### config.mk
export PLATFORM = sky130hd
export DESIGN_NAME = hazard_unit_mc
export DESIGN_NICKNAME = d
export VERILOG_FILES = /design/src/rtl/hazard_unit_mc.sv
export SDC_FILE = /design/constraint.sdc
export NUM_CORES = 1
export LEC_CHECK = 0
export CAP_MARGIN = 15
export CORE_UTILIZATION = 44
export CTS_CLUSTER_SIZE = 25
export DETAILED_ROUTE_END_ITERATION = 8
export GPL_ROUTABILITY_DRIVEN = 0
export PLACE_DENSITY_LB_ADDON = 0.15
export REMOVE_ABC_BUFFERS = 1
export SYNTH_ARGS = -nofsm -noshare
export SYNTH_HDL_FRONTEND = slang
export SYNTH_SLANG_ARGS = --single-unit
### constraint.sdc
create_clock -name clk_i -period 7.7 [get_ports clk_i]
set_input_delay 2.31 -clock clk_i [delete_from_list [all_inputs] [get_ports clk_i]]
set_output_delay 2.31 -clock clk_i [all_outputs]
set_load 0.01 [all_outputs]
### src/rtl/hazard_unit_mc.sv
// Multi-cycle hazard unit beside ID: load-use bubbles, data-memory wait freeze with
// watchdog, taken-branch flush, and a saturating stall-cycle counter.
module hazard_unit_mc #(
    parameter int unsigned LOAD_LAT = 1,
    parameter int unsigned CNT_W    = 16,
    parameter int unsigned TIMEOUT  = 64
) (
    input  logic             clk_i,
    input  logic             rst_i,
    input  logic [31:0]      instr_i,
    input  logic             uses_rt_i,
    input  logic [4:0]       ID_EX_RegRt_i,
    input  logic             MemRead_i,
    input  logic             mem_req_i,
    input  logic             mem_ack_i,
    input  logic             branch_taken_i,
    output logic             PC_o,
    output logic             IF_ID_o,
    output logic             mux8_o,
    output logic             pipe_stall_o,
    output logic             flush_o,
    output logic [CNT_W-1:0] stall_cnt_o,
    output logic             timeout_o
);

    localparam int unsigned LCNT_W = $clog2(LOAD_LAT + 1);
    localparam int unsigned WCNT_W = $clog2(TIMEOUT + 1);

    typedef enum logic {IDLE, LSTALL} state_t;

    state_t              state;
    logic [LCNT_W-1:0]   lcnt;
    logic [WCNT_W-1:0]   wcnt;
    logic [4:0]          rs;
    logic [4:0]          rt;
    logic                mem_busy;
    logic                hit;
    logic                unused_instr;

    assign rs           = instr_i[25:21];
    assign rt           = instr_i[20:16];
    assign unused_instr = ^{instr_i[31:26], instr_i[15:0]};
    assign mem_busy     = mem_req_i & ~mem_ack_i;
    // $0 can never carry a hazard since writes to it are discarded
    assign hit = MemRead_i & (ID_EX_RegRt_i != 5'd0) &
                 ((ID_EX_RegRt_i == rs) | (uses_rt_i & (ID_EX_RegRt_i == rt)));

    // Output decode; memory wait outranks load-use, which outranks branch flush
    always_comb begin
        PC_o         = 1'b0;
        IF_ID_o      = 1'b0;
        mux8_o       = 1'b0;
        pipe_stall_o = 1'b0;
        flush_o      = 1'b0;
        if (!rst_i) begin
            PC_o = 1'b0;
        end else if (mem_busy) begin
            PC_o         = 1'b1;
            IF_ID_o      = 1'b1;
            pipe_stall_o = 1'b1;
        end else if ((state == LSTALL) || hit) begin
            PC_o    = 1'b1;
            IF_ID_o = 1'b1;
            mux8_o  = 1'b1;
        end else begin
            flush_o = branch_taken_i;
        end
    end

    // Bubble sequencing, watchdog and stall counter
    always_ff @(posedge clk_i or negedge rst_i) begin
        if (!rst_i) begin
            state       <= IDLE;
            lcnt        <= '0;
            wcnt        <= '0;
            stall_cnt_o <= '0;
            timeout_o   <= 1'b0;
        end else begin
            if (!mem_busy) begin
                case (state)
                    IDLE: begin
                        if (hit && (LOAD_LAT > 1)) begin
                            state <= LSTALL;
                            lcnt  <= LCNT_W'(LOAD_LAT - 1);
                        end
                    end
                    LSTALL: begin
                        lcnt <= lcnt - LCNT_W'(1);
                        if (lcnt == LCNT_W'(1)) begin
                            state <= IDLE;
                        end
                    end
                    default: state <= IDLE;
                endcase
            end

            if (mem_busy) begin
                if (wcnt != WCNT_W'(TIMEOUT)) begin
                    wcnt <= wcnt + WCNT_W'(1);
                end
                if (wcnt == WCNT_W'(TIMEOUT - 1)) begin
                    timeout_o <= 1'b1;
                end
            end else begin
                wcnt <= '0;
            end

            if (PC_o && (stall_cnt_o != {CNT_W{1'b1}})) begin
                stall_cnt_o <= stall_cnt_o + CNT_W'(1);
            end
        end
    end

endmodule
==> impl_metrics.tcl <==
set metrics [dict create \
    synthFlopType "dfrtp_1" \
    fillers 284 \
    synth.area.top_cells "dfrtp_1, xor2_1, xnor2_1, nor2_1, nand3_1" \
    diodes 0 \
    design_area_sq_um 1977 \
    die_y_um 59.51 \
    async_flop_share_pct 100.0 \
    dieArea_sq_um 3541 \
    grt_setup_unrepaired "false" \
    rows 20 \
    worst-setup-path-type "input pin to primary output" \
    synth_top_area_cell "dfrtp_1" \
    io_pins 66 \
    drc 0 \
    tightest_slew_ps 565.5 \
    cts_hold_buf 0 \
    layout_setup_ws_ps 964.1 \
    drt_wl_total_um 3078 \
    place_ws_ps 946.4 \
    grtUsageTotal_pct 19.40 \
    min_path_type "flip-flop to flip-flop" \
    ys_types 36 \
    dp_hpwl_um 2396 \
    grt-ovfl-total 0 \
    clockBufferDepth 2 \
    whs_ps 481.5 \
    crit_slowest_cell "clkdlybuf4s50_1" \
    ys_seq_area_share_pct 44.71 \
    max_cap_violations 0 \
    outcome "completed" \
    critPathMaxFanout 8 \
    ant_nets 0 \
    grt_pass1_vias 1220 \
    arrival_ps 4430 \
    cts_buffers 3 \
    cp.required_ps 5390 \
    max_stage_delay_ps 600 \
    grt_max_degree 15 \
    first_pass_iters 4 \
    clkSinkCount 26 \
    peakVddDrop_mv 0.1619 \
    synth_edf_count 0 \
    synthCells 146 \
    clock_skew_ps 1.861 \
    die_x_um 59.51 \
    power_leakage_nw 0.8566 \
    clock_latency_ps 320 \
    netlist_area_sq_um 1455 \
    num_vias 1238 \
    post_drt_wl_per_cell_um 12.99 \
    clkTransAtPathRegs_ps 140 \
    via_per_inst 5.224 \
    final.min_clock_period_ps 6736 \
    drv_slew 0 \
    worstPathCellList "clkdlybuf4s50_1, xor2_1, nor4_2, a32oi_1, o21ai_2, clkdlybuf4s50_1" \
    initial_core_util_pct 46.90 \
    synth.top_cell.area_share_pct 44.71 \
    setup_viol 0 \
    antenna_found_initial 0 \
    cts_tree "yes" \
    root_buffer "clkbuf_4" \
    coreArea_sq_um 3103 \
    hold_viol_final 0 \
    final_layout_size_suffix_gt1_share_pct 7.254 \
    layout.nets 241 \
    start_kind "input pin" \
    synth_seq_cells 26 \
    fin_setup_tns_ps 0 \
    crit_top_cell "clkdlybuf4s50_1" \
    synth.avg_cell_area_sq_um 9.967 \
    ctsResizeCount 0 \
    min_path_cells 2 \
    post-route-period-util_pct 87.48 \
    p_per_area_nw_per_um2 171.9 \
    grt_pass1_wl_um 5216 \
    endpoint_kind "primary output" \
    io_buffers 43 \
    drt_iter0_drc 24 \
    slew_headroom_pct 61.95 \
    fmaxAchievable_ghz 0.1485 \
    htreeDepth 1 \
    place_area_sq_um 1941 \
    postCtsSetupBuffers 0 \
    worstRegToRegCells 6 \
    syn_to_final_growth_pct 35.86 \
    yosysWarnings 0 \
]
kinds of logic after synthesis:
| group | Yosys count | share of synthesized area, % |
|---|---|---|
| multiplexers | 2 | 1.548 |
| AO/OA/AOI/OAI | 13 | 6.450 |
| AND/OR/NAND/NOR | 64 | 23.82 |
| buffers and inverters | 8 | 2.838 |
| adder cells (fa/ha/maj) | 3 | 2.580 |
| XOR/XNOR | 30 | 18.06 |
| flip-flops | 26 | 44.71 |
cell usage in the layout (no fill, tap or decap), types with 2 or more instances in the layout:
cell type | Yosys | layout
a21oi_1 | 2 | 2
and2_1 | 2 | 2
and3_1 | 2 | 2
buf_4 | 1 | 3
clkbuf_4 | 0 | 3
clkdlybuf4s50_1 | 0 | 43
dfrtp_1 | 26 | 26
ha_1 | 3 | 3
inv_1 | 5 | 5
mux2_2 | 2 | 2
nand2_1 | 11 | 11
nand3_1 | 10 | 10
nand4_1 | 5 | 5
nor2_1 | 17 | 17
nor3_1 | 7 | 7
nor4_1 | 2 | 2
o21ai_0 | 2 | 2
xnor2_1 | 10 | 10
xor2_1 | 20 | 20
worst max-delay path: cells and delay by family:
kind / cells / cell delay (ps)
buffers and inverters: 2 / 1090
AO/OA/AOI/OAI: 2 / 550
XOR/XNOR: 1 / 210
AND/OR/NAND/NOR: 1 / 270
layout make-up:
| type | instances | area [sq um] | share of cell area (%) |
|---|---|---|---|
| clock buffers | 4 | 36.28 | 1.835 |
| inverters | 5 | 18.77 | 0.9494 |
| repair buffers | 46 | 452.9 | 22.91 |
| multi-input cells | 112 | 763.2 | 38.61 |
| well taps | 44 | 55.05 | 2.785 |
| flip-flops and latches | 26 | 650.6 | 32.91 |
through the flow:
stage	std cells	total power (W)	util (%)
6_report	237	0.0003399	63.71
5_1_grt	237	0.0003575	63.71
4_1_cts	237	0.0003437	63.71
3_5_place_dp	233	0.0002715	62.54
3_3_place_gp	233	0.0002664	62.54
2_1_floorplan	143	0.0002119	-
synthesized netlist by cell type, types with 3 or more instances:
cell / instances
xor2_1: 20
inv_1: 5
nor3_1: 7
nor2_1: 17
ha_1: 3
xnor2_1: 10
nand4_1: 5
nand2_1: 11
dfrtp_1: 26
nand3_1: 10
routing by layer:
metal	GRT usage, %	share of wire, %
met1	22.76	44
met2	35.96	50
met3	3.712	5.5
met4	4.983	0.81
met5	0	0
power by group:
| part | internal (W) | total (W) | switching (W) | leakage [nW] |
|---|---|---|---|---|
| combinational | 0.0000544 | 0.0000953 | 0.0000409 | 0.494 |
| sequential | 0.000151 | 0.000174 | 0.0000224 | 0.342 |
| clock | 0.0000289 | 0.0000708 | 0.0000419 | 0.0210 |
| total | 0.000235 | 0.000340 | 0.000105 | 0.857 |
worst paths after layout:
path	from	end	slack [ps]
worst max register to register	stall_cnt_o[0]$_DFFE_PN0P_	stall_cnt_o[1]$_DFFE_PN0P_	5300
worst min-delay path	timeout_o$_DFFE_PN0P_	timeout_o$_DFFE_PN0P_	480
min in group asynchronous	rst_i	wcnt[0]$_DFFE_PN0P_	2250
worst max-delay path	ID_EX_RegRt_i[0]	PC_o	960
max in group asynchronous	rst_i	stall_cnt_o[2]$_DFFE_PN0P_	4970
worst min register to register	timeout_o$_DFFE_PN0P_	timeout_o$_DFFE_PN0P_	480
sequential cells by signal, indices dropped and copies added (netlist names):
register	count
state	1
wcnt	7
lcnt	1
timeout_o	1
stall_cnt_o	16
Power figures use the tool's default switching activity.
